### config.mk
export PLATFORM = sky130hd
export DESIGN_NAME = hd_program_loader
export DESIGN_NICKNAME = d
export VERILOG_FILES = /design/src/rtl/hd_program_loader.sv
export SDC_FILE = /design/constraint.sdc
export NUM_CORES = 1
export LEC_CHECK = 0
export CAP_MARGIN = 20
export CORE_ASPECT_RATIO = 1.2
export CORE_MARGIN = 3
export CORE_UTILIZATION = 54
export DETAILED_ROUTE_END_ITERATION = 10
export GPL_TIMING_DRIVEN = 0
export HOLD_SLACK_MARGIN = 0.02
export PLACE_DENSITY = 0.92
export SETUP_SLACK_MARGIN = 0.3
export SLEW_MARGIN = 20
export SYNTH_ARGS = -nofsm -noshare
export SYNTH_HDL_FRONTEND = slang
export SYNTH_SLANG_ARGS = --single-unit
### constraint.sdc
create_clock -name Clock -period 8.5 [get_ports Clock]
set_input_delay 1.7 -clock Clock [delete_from_list [all_inputs] [get_ports Clock]]
set_output_delay 1.7 -clock Clock [all_outputs]
set_load 0.01 [all_outputs]
### src/rtl/hd_program_loader.sv
// -----------------------------------------------------------------------------
// hd_program_loader
//
// Copies a contiguous program image from the HD read port into the
// instruction-memory write port, one word per cycle, before the CPU/BIOS
// starts executing it.
//
// Optional feature macro: LOADER_CHECKSUM_EN
//   When defined, adds a Checksum output holding the modulo-2^DATA_W sum of
//   every word written during the last accepted transfer.
//
// Ports:
//   Clock      in   system clock, rising edge
//   Reset      in   synchronous, active-high reset
//   Start      in   one-cycle request, sampled only in IDLE
//   SrcIndex   in   first HD word address
//   DestBase   in   first instruction-memory word address
//   WordCount  in   number of words to copy
//   HD_Addr    out  HD read address (HD returns data one cycle later)
//   HD_Data    in   HD read data
//   MI_Addr    out  instruction-memory write address
//   MI_Data    out  instruction-memory write data
//   MI_wr      out  instruction-memory write enable
//   Busy       out  high from the cycle after an accepted Start until Done
//   Done       out  one-cycle completion pulse
//   Error      out  sticky range error, cleared by the next accepted Start
//   Checksum   out  (LOADER_CHECKSUM_EN only) sum of written words
//   dbg_state  out  current FSM state (IDLE=0 CHECK=1 STREAM=2 DRAIN=3 FINISH=4)
//
// Handshake: Start is a single-cycle strobe with no ready; it is accepted
// only when the FSM is in IDLE, and ignored in every other state. HD reads
// are fire-and-forget: an address driven in cycle k yields HD_Data in k+1.
// A word is transferred in every cycle where MI_wr is high.
// -----------------------------------------------------------------------------
module hd_program_loader #(
    parameter int DATA_W    = 32,
    parameter int HD_ADDR_W = 16,
    parameter int MI_ADDR_W = 10,
    parameter int CNT_W     = 11
) (
    input  logic                 Clock,
    input  logic                 Reset,
    input  logic                 Start,
    input  logic [HD_ADDR_W-1:0] SrcIndex,
    input  logic [MI_ADDR_W-1:0] DestBase,
    input  logic [CNT_W-1:0]     WordCount,
    output logic [HD_ADDR_W-1:0] HD_Addr,
    input  logic [DATA_W-1:0]    HD_Data,
    output logic [MI_ADDR_W-1:0] MI_Addr,
    output logic [DATA_W-1:0]    MI_Data,
    output logic                 MI_wr,
    output logic                 Busy,
    output logic                 Done,
    output logic                 Error,
`ifdef LOADER_CHECKSUM_EN
    output logic [DATA_W-1:0]    Checksum,
`endif
    output logic [2:0]           dbg_state
);

    typedef enum logic [2:0] {
        IDLE   = 3'd0,
        CHECK  = 3'd1,
        STREAM = 3'd2,
        DRAIN  = 3'd3,
        FINISH = 3'd4
    } state_t;

    localparam int SUM_W = CNT_W + 1;
    // Memory depth 2^MI_ADDR_W expressed at SUM_W bits so the range check
    // below never wraps.
    localparam logic [SUM_W-1:0] MEM_DEPTH =
        {{(CNT_W - MI_ADDR_W){1'b0}}, 1'b1, {MI_ADDR_W{1'b0}}};

    state_t               state;
    logic [HD_ADDR_W-1:0] src_r;
    logic [MI_ADDR_W-1:0] dest_r;
    logic [CNT_W-1:0]     count_r;
    logic [CNT_W-1:0]     remaining;
    logic [MI_ADDR_W-1:0] wr_ptr;
    logic [DATA_W-1:0]    data_hold;
    logic [SUM_W-1:0]     range_end;

    assign range_end = SUM_W'(dest_r) + SUM_W'(count_r);
    assign dbg_state = state;

    // HD data arrives in the write cycle itself, so it is passed straight
    // through while MI_wr is high; otherwise the last written word is held.
    assign MI_Data = MI_wr ? HD_Data : data_hold;

    always_ff @(posedge Clock) begin
        if (Reset) begin
            state     <= IDLE;
            src_r     <= '0;
            dest_r    <= '0;
            count_r   <= '0;
            remaining <= '0;
            wr_ptr    <= '0;
            data_hold <= '0;
            HD_Addr   <= '0;
            MI_Addr   <= '0;
            MI_wr     <= 1'b0;
            Busy      <= 1'b0;
            Done      <= 1'b0;
            Error     <= 1'b0;
`ifdef LOADER_CHECKSUM_EN
            Checksum  <= '0;
`endif
        end else begin
            if (MI_wr) begin
                data_hold <= HD_Data;
            end
`ifdef LOADER_CHECKSUM_EN
            if (MI_wr) begin
                Checksum <= Checksum + HD_Data;
            end
`endif
            case (state)
                IDLE: begin
                    Done <= 1'b0;
                    if (Start) begin
                        src_r   <= SrcIndex;
                        dest_r  <= DestBase;
                        count_r <= WordCount;
                        Error   <= 1'b0;
                        Busy    <= 1'b1;
`ifdef LOADER_CHECKSUM_EN
                        Checksum <= '0;
`endif
                        state   <= CHECK;
                    end
                end
                CHECK: begin
                    if (count_r == '0) begin
                        Busy  <= 1'b0;
                        Done  <= 1'b1;
                        state <= FINISH;
                    end else if (range_end > MEM_DEPTH) begin
                        Error <= 1'b1;
                        Busy  <= 1'b0;
                        Done  <= 1'b1;
                        state <= FINISH;
                    end else begin
                        HD_Addr   <= src_r;
                        remaining <= count_r;
                        wr_ptr    <= dest_r;
                        state     <= STREAM;
                    end
                end
                STREAM: begin
                    // Every read issued here becomes a write next cycle.
                    MI_wr   <= 1'b1;
                    MI_Addr <= wr_ptr;
                    wr_ptr  <= wr_ptr + 1'b1;
                    if (remaining > CNT_W'(1)) begin
                        HD_Addr   <= HD_Addr + 1'b1;
                        remaining <= remaining - 1'b1;
                    end else begin
                        state <= DRAIN;
                    end
                end
                DRAIN: begin
                    MI_wr <= 1'b0;
                    Busy  <= 1'b0;
                    Done  <= 1'b1;
                    state <= FINISH;
                end
                FINISH: begin
                    Done  <= 1'b0;
                    state <= IDLE;
                end
                default: begin
                    state <= IDLE;
                end
            endcase
        end
    end

endmodule

Yosys cells after proc, flatten, opt, wreduce, memory -nomap -nowiden
Cells that the tools add are included.
{"block": "op_classes", "shift": 0, "multipliers": 0, "bitwise_logic": 0, "mux": 28, "n_reduce_logical": 15, "eq_ne": 11, "add_sub_neg": 4, "order_cmp": 2, "n_div": 0}
{"operator": "$mux W16", "n": 3}
{"operator": "$mux W11", "n": 3}
{"operator": "$mux W32", "n": 1}
{"operator": "$pmux W16 S2", "n": 1}
{"operator": "$pmux W11 S2", "n": 1}
{"operator": "$mux W10", "n": 2}
{"operator": "$pmux W10 S2", "n": 1}
{"operator": "$add A16 B1 Y16 const B", "n": 1}
{"operator": "$add A10 B11 Y12", "n": 1}
{"operator": "$gt A12 B11 Y1 const B", "n": 1}
{"operator": "$mux W3", "n": 4}
{"operator": "$ne A2 B2 Y1 const B", "n": 6}
{"operator": "$pmux W3 S4", "n": 1}
{"operator": "$gt A11 B1 Y1 const B", "n": 1}
{"operator": "$logic_not A11 Y1", "n": 1}
{"operator": "$sub A11 B1 Y11 const B", "n": 1}
{"operator": "$add A10 B1 Y10 const B", "n": 1}
{"operator": "$reduce_and A4 Y1", "n": 2}
{"operator": "$mux W1", "n": 7}
{"operator": "$eq A3 B2 Y1 const B", "n": 2}
{"operator": "$pmux W1 S3", "n": 2}
{"operator": "$reduce_and A2 Y1", "n": 3}
{"operator": "$reduce_and A3 Y1", "n": 2}
{"operator": "$reduce_bool A2 Y1", "n": 3}
{"operator": "7 further kinds", "n": 9}
{"block": "totals", "inputBits": 72, "latch_bits": 0, "out_inout_bits": 65, "mem_bits_rw": 0, "regBits": 123, "mem_count": 0, "romBits": 0}

Longest topological paths before layout
{"block": "depth", "word_depth": 5, "ltp_mapped": 14}

Worst setup path before layout
Ideal clock, no wire load.
{"block": "synth_timing", "path_kind": "in2out", "startpoint": "in HD_Data[0]", "endpoint": "out MI_Data[0]", "path_slack_ps": 4819, "required_ps": 6800, "arrival_time_ps": 1981, "cell_stages": 1, "cell_sequence": "mux2_2"}
{"block": "synth_via", "elab_chain_cells": 1}
{"element": "start, declared", "line": "48", "text": "input logic [DATA_W-1:0] HD_Data,"}
{"element": "$mux W32"}
{"element": "end, declared", "line": "50", "text": "output logic [DATA_W-1:0] MI_Data,"}
Every way passes these cells.

Worst setup path after layout
{"block": "layout_timing", "startpoint": "in HD_Data[10]", "endpoint": "out MI_Data[10]"}
Same word-level chain as after synthesis.

==> impl_metrics.ini <==
[cts]
cts_resized = 0
cts_buffer_depth = 2
cts_max_level = 4
cts_tree = yes
root_buffer = clkbuf_16
cts_hold_buf = 0
cts.sinks = 123
clkLatencyLatePin_ps = 410
clk_pin_slew_worst_paths_ps = 60
cts_buffers = 17
post-cts-setup-buffers = 0

[detailed_routing]
wl_per_cell_um = 17.2
routed_wl_um = 17400
drc = 0
vias = 5984
drt_first_iter_violations = 645
firstDrtPassIters = 7
final_antenna_net_count = 0
routed_via_density = 5.93

[cells_and_area]
layout.nets = 954
layout_commonest_cell = nand2_1
num_antenna_cells = 0
final_util_pct = 75.9
drive_gt1_share_pct = 9.32
multi_input_area_um2 = 3290
layout_common_cells = nand2_1 (142), clkdlybuf4s50_1 (135), dfxtp_1 (123)
area_growth_pct = 35.2
seqCellArea_um2 = 2460
fill_cells = 718

[setup_path]
cp_slowest_stage_delay_ps = 490
crit_path_start_kind = input port
critPathCapture = MI_Data[10]
worstPathMaxFanout = 2
worstPathCellList = clkdlybuf4s50_1 > mux2_2 > clkdlybuf4s50_1
crit-reg2reg-launch = count_r[0]
r2r_cells = 13
crit_top_cell = clkdlybuf4s50_1
critical_path_class = input port to output pin
r2r_end = wr_ptr[3]
ff2ff_setup_slack_ps = 4820
required_ps = 6800
end_kind = output pin
crit_arrival_ps = 2930
cp-startpoint = HD_Data[10]
slowest_stage = clkdlybuf4s50_1

[floorplan]
initial_core_util_pct = 56.2
die_width_um = 102
rows = 41
dieArea_um2 = 12400
die_y_um = 121
ios = 137
design.core.area_um2 = 10700

[power_and_ir_drop]
peakVddDrop_v = 0.000120
p_leak_nw = 2.98
powerDensity_nw_per_um2 = 230

[placement]
gp_congestion = 0.936
hpwl_um = 12400
portBuffers = 135

[synth]
synth_top_area_share_pct = 41.1
synthDistinctLibCells = 61
synth_seq_cells = 123
synthTopCellsByArea = dfxtp_1 (41%), nand2_1 (8.9%), mux2_2 (6.2%)
ys_seq_area_share_pct = 41.1
ys_warn_count = 0
synth_nets = 800
avgSynthCellArea_um2 = 8.41
synth-edff-count = 0
syn-cell-area_um2 = 5990
async_reset_ff_share_pct = 0
yosysTopAreaCell = dfxtp_1
netlist_instances = 713
synthFlopType = dfxtp_1

[sta]
rsz0062_at_grt = no
setup_viol = 0
min_period_over_period_pct = 54.4
worstMarginPinSlew_ps = 815
slew_viol_final = 0
tns_ps = 0
max_slew_margin_pct = 45.2
fmax_ghz = 0.216
hold_viol = 0
finalCriticalPeriod_ps = 4630
clock-skew-final_ps = 6.59

[flow_run]
cap_violations = 0

[global_routing]
track_usage_pct = 28.1
antenna_found_initial = 0
grt.overflow.total = 0
grt_max_degree = 17
first_global_vias = 5721
grt_first_pass_wirelength_um = 27400

[min_path]
hp-class = register to register

[status]
outcome = finished clean
[cell type report]
cell class                 instances  share of cell area (%)
timing repair buffer             135                    16.7
inverter                          13                   0.602
multi-input combinational        534                    40.7
buffer                            43                    2.33
tap                              129                    1.99
clock buffer                      21                    5.56
sequential                       123                    30.4
clock inverter                    11                    1.79
[worst min-delay path by stage]
stage | startpoint | end | slack, ps | cells after the start
3_3_place_gp | MI_Addr[9] | MI_Addr[9] | 440 | 2
4_1_cts | MI_Addr[7] | MI_Addr[7] | 450 | 2
6_report | MI_Addr[7] | MI_Addr[7] | 450 | 2
2_1_floorplan | src_r[0] | src_r[0] | 440 | 2
3_5_place_dp | MI_Addr[7] | MI_Addr[7] | 450 | 2
5_1_grt | MI_Addr[0] | MI_Addr[0] | 480 | 2
[where the power goes]
part           internal (W)  switching [W]
registers          0.000626      0.0000483
logic              0.000217       0.000240
clock network      0.000468       0.000262
total               0.00131       0.000551
[metal layers]
metal | part of all wire, % | track usage, % | wire length (um)
met4 | 3.1 | 11.7 | 537
met5 | 0 | 0 | 0
met3 | 11 | 7.02 | 1890
met1 | 39 | 34.3 | 6840
met2 | 47 | 46.7 | 8140
[flip-flops by register name, indices dropped and copies added, names as in the netlist]
name	flops
data_hold	32
wr_ptr	10
HD_Addr	16
dbg_state	3
remaining	11
MI_Addr	10
Done	1
count_r	11
Busy	1
MI_wr	1
Error	1
src_r	16
dest_r	10
[worst max-delay path: cells and delay by family]
family,cells,cell delay (ps)
buffers and inverters,2,940
muxes,1,290
[cells by family (layout without fill, tap and decap cells)]
group / Yosys count / count (layout) / share of synthesized area [%]
compound gates: 162 / 162 / 16.6
xor+xnor: 5 / 5 / 0.856
fa+ha+maj: 15 / 15 / 3.26
buf+inv: 56 / 223 / 3.97
flops: 123 / 123 / 41.1
mux: 57 / 57 / 10.2
simple gates: 295 / 295 / 24.0
[cell usage after synthesis, types with 3 or more instances]
cell and instances:
nand4b_1 3, nor2_1 25, a211oi_1 4, a21o_1 3
nor2b_1 35, nor4_1 5, nor3_1 7, nand3b_1 3
or3_1 11, and3_1 5, clkbuf_1 36, nor3b_1 3
a31oi_1 7, mux2i_1 24, o21ai_0 35, mux2_2 33
o31ai_1 17, inv_1 13, or2_2 3, nand2_1 142
o211ai_1 5, a21oi_1 62, o311ai_0 6, xnor2_1 4
dfxtp_1 123, buf_6 3, ha_1 14, a21boi_0 3
nand3_1 35, nand2b_1 6
[through the flow]
step / setup WS (ps) / power [W] / instance area (um2) / hold slack [ps] / instances
after detailed placement: 3870 / 0.00113 / 7510 / 446 / 977
after global placement: 3900 / 0.00112 / 7510 / 442 / 977
final: 3870 / 0.00186 / 8100 / 454 / 1009
after CTS: 3870 / 0.00185 / 8100 / 454 / 1009
after floorplan: 4820 / 0.000951 / 5990 / 437 / 713
after global routing: 3860 / 0.00193 / 8100 / 475 / 1009
Power figures use the tool's default switching activity.
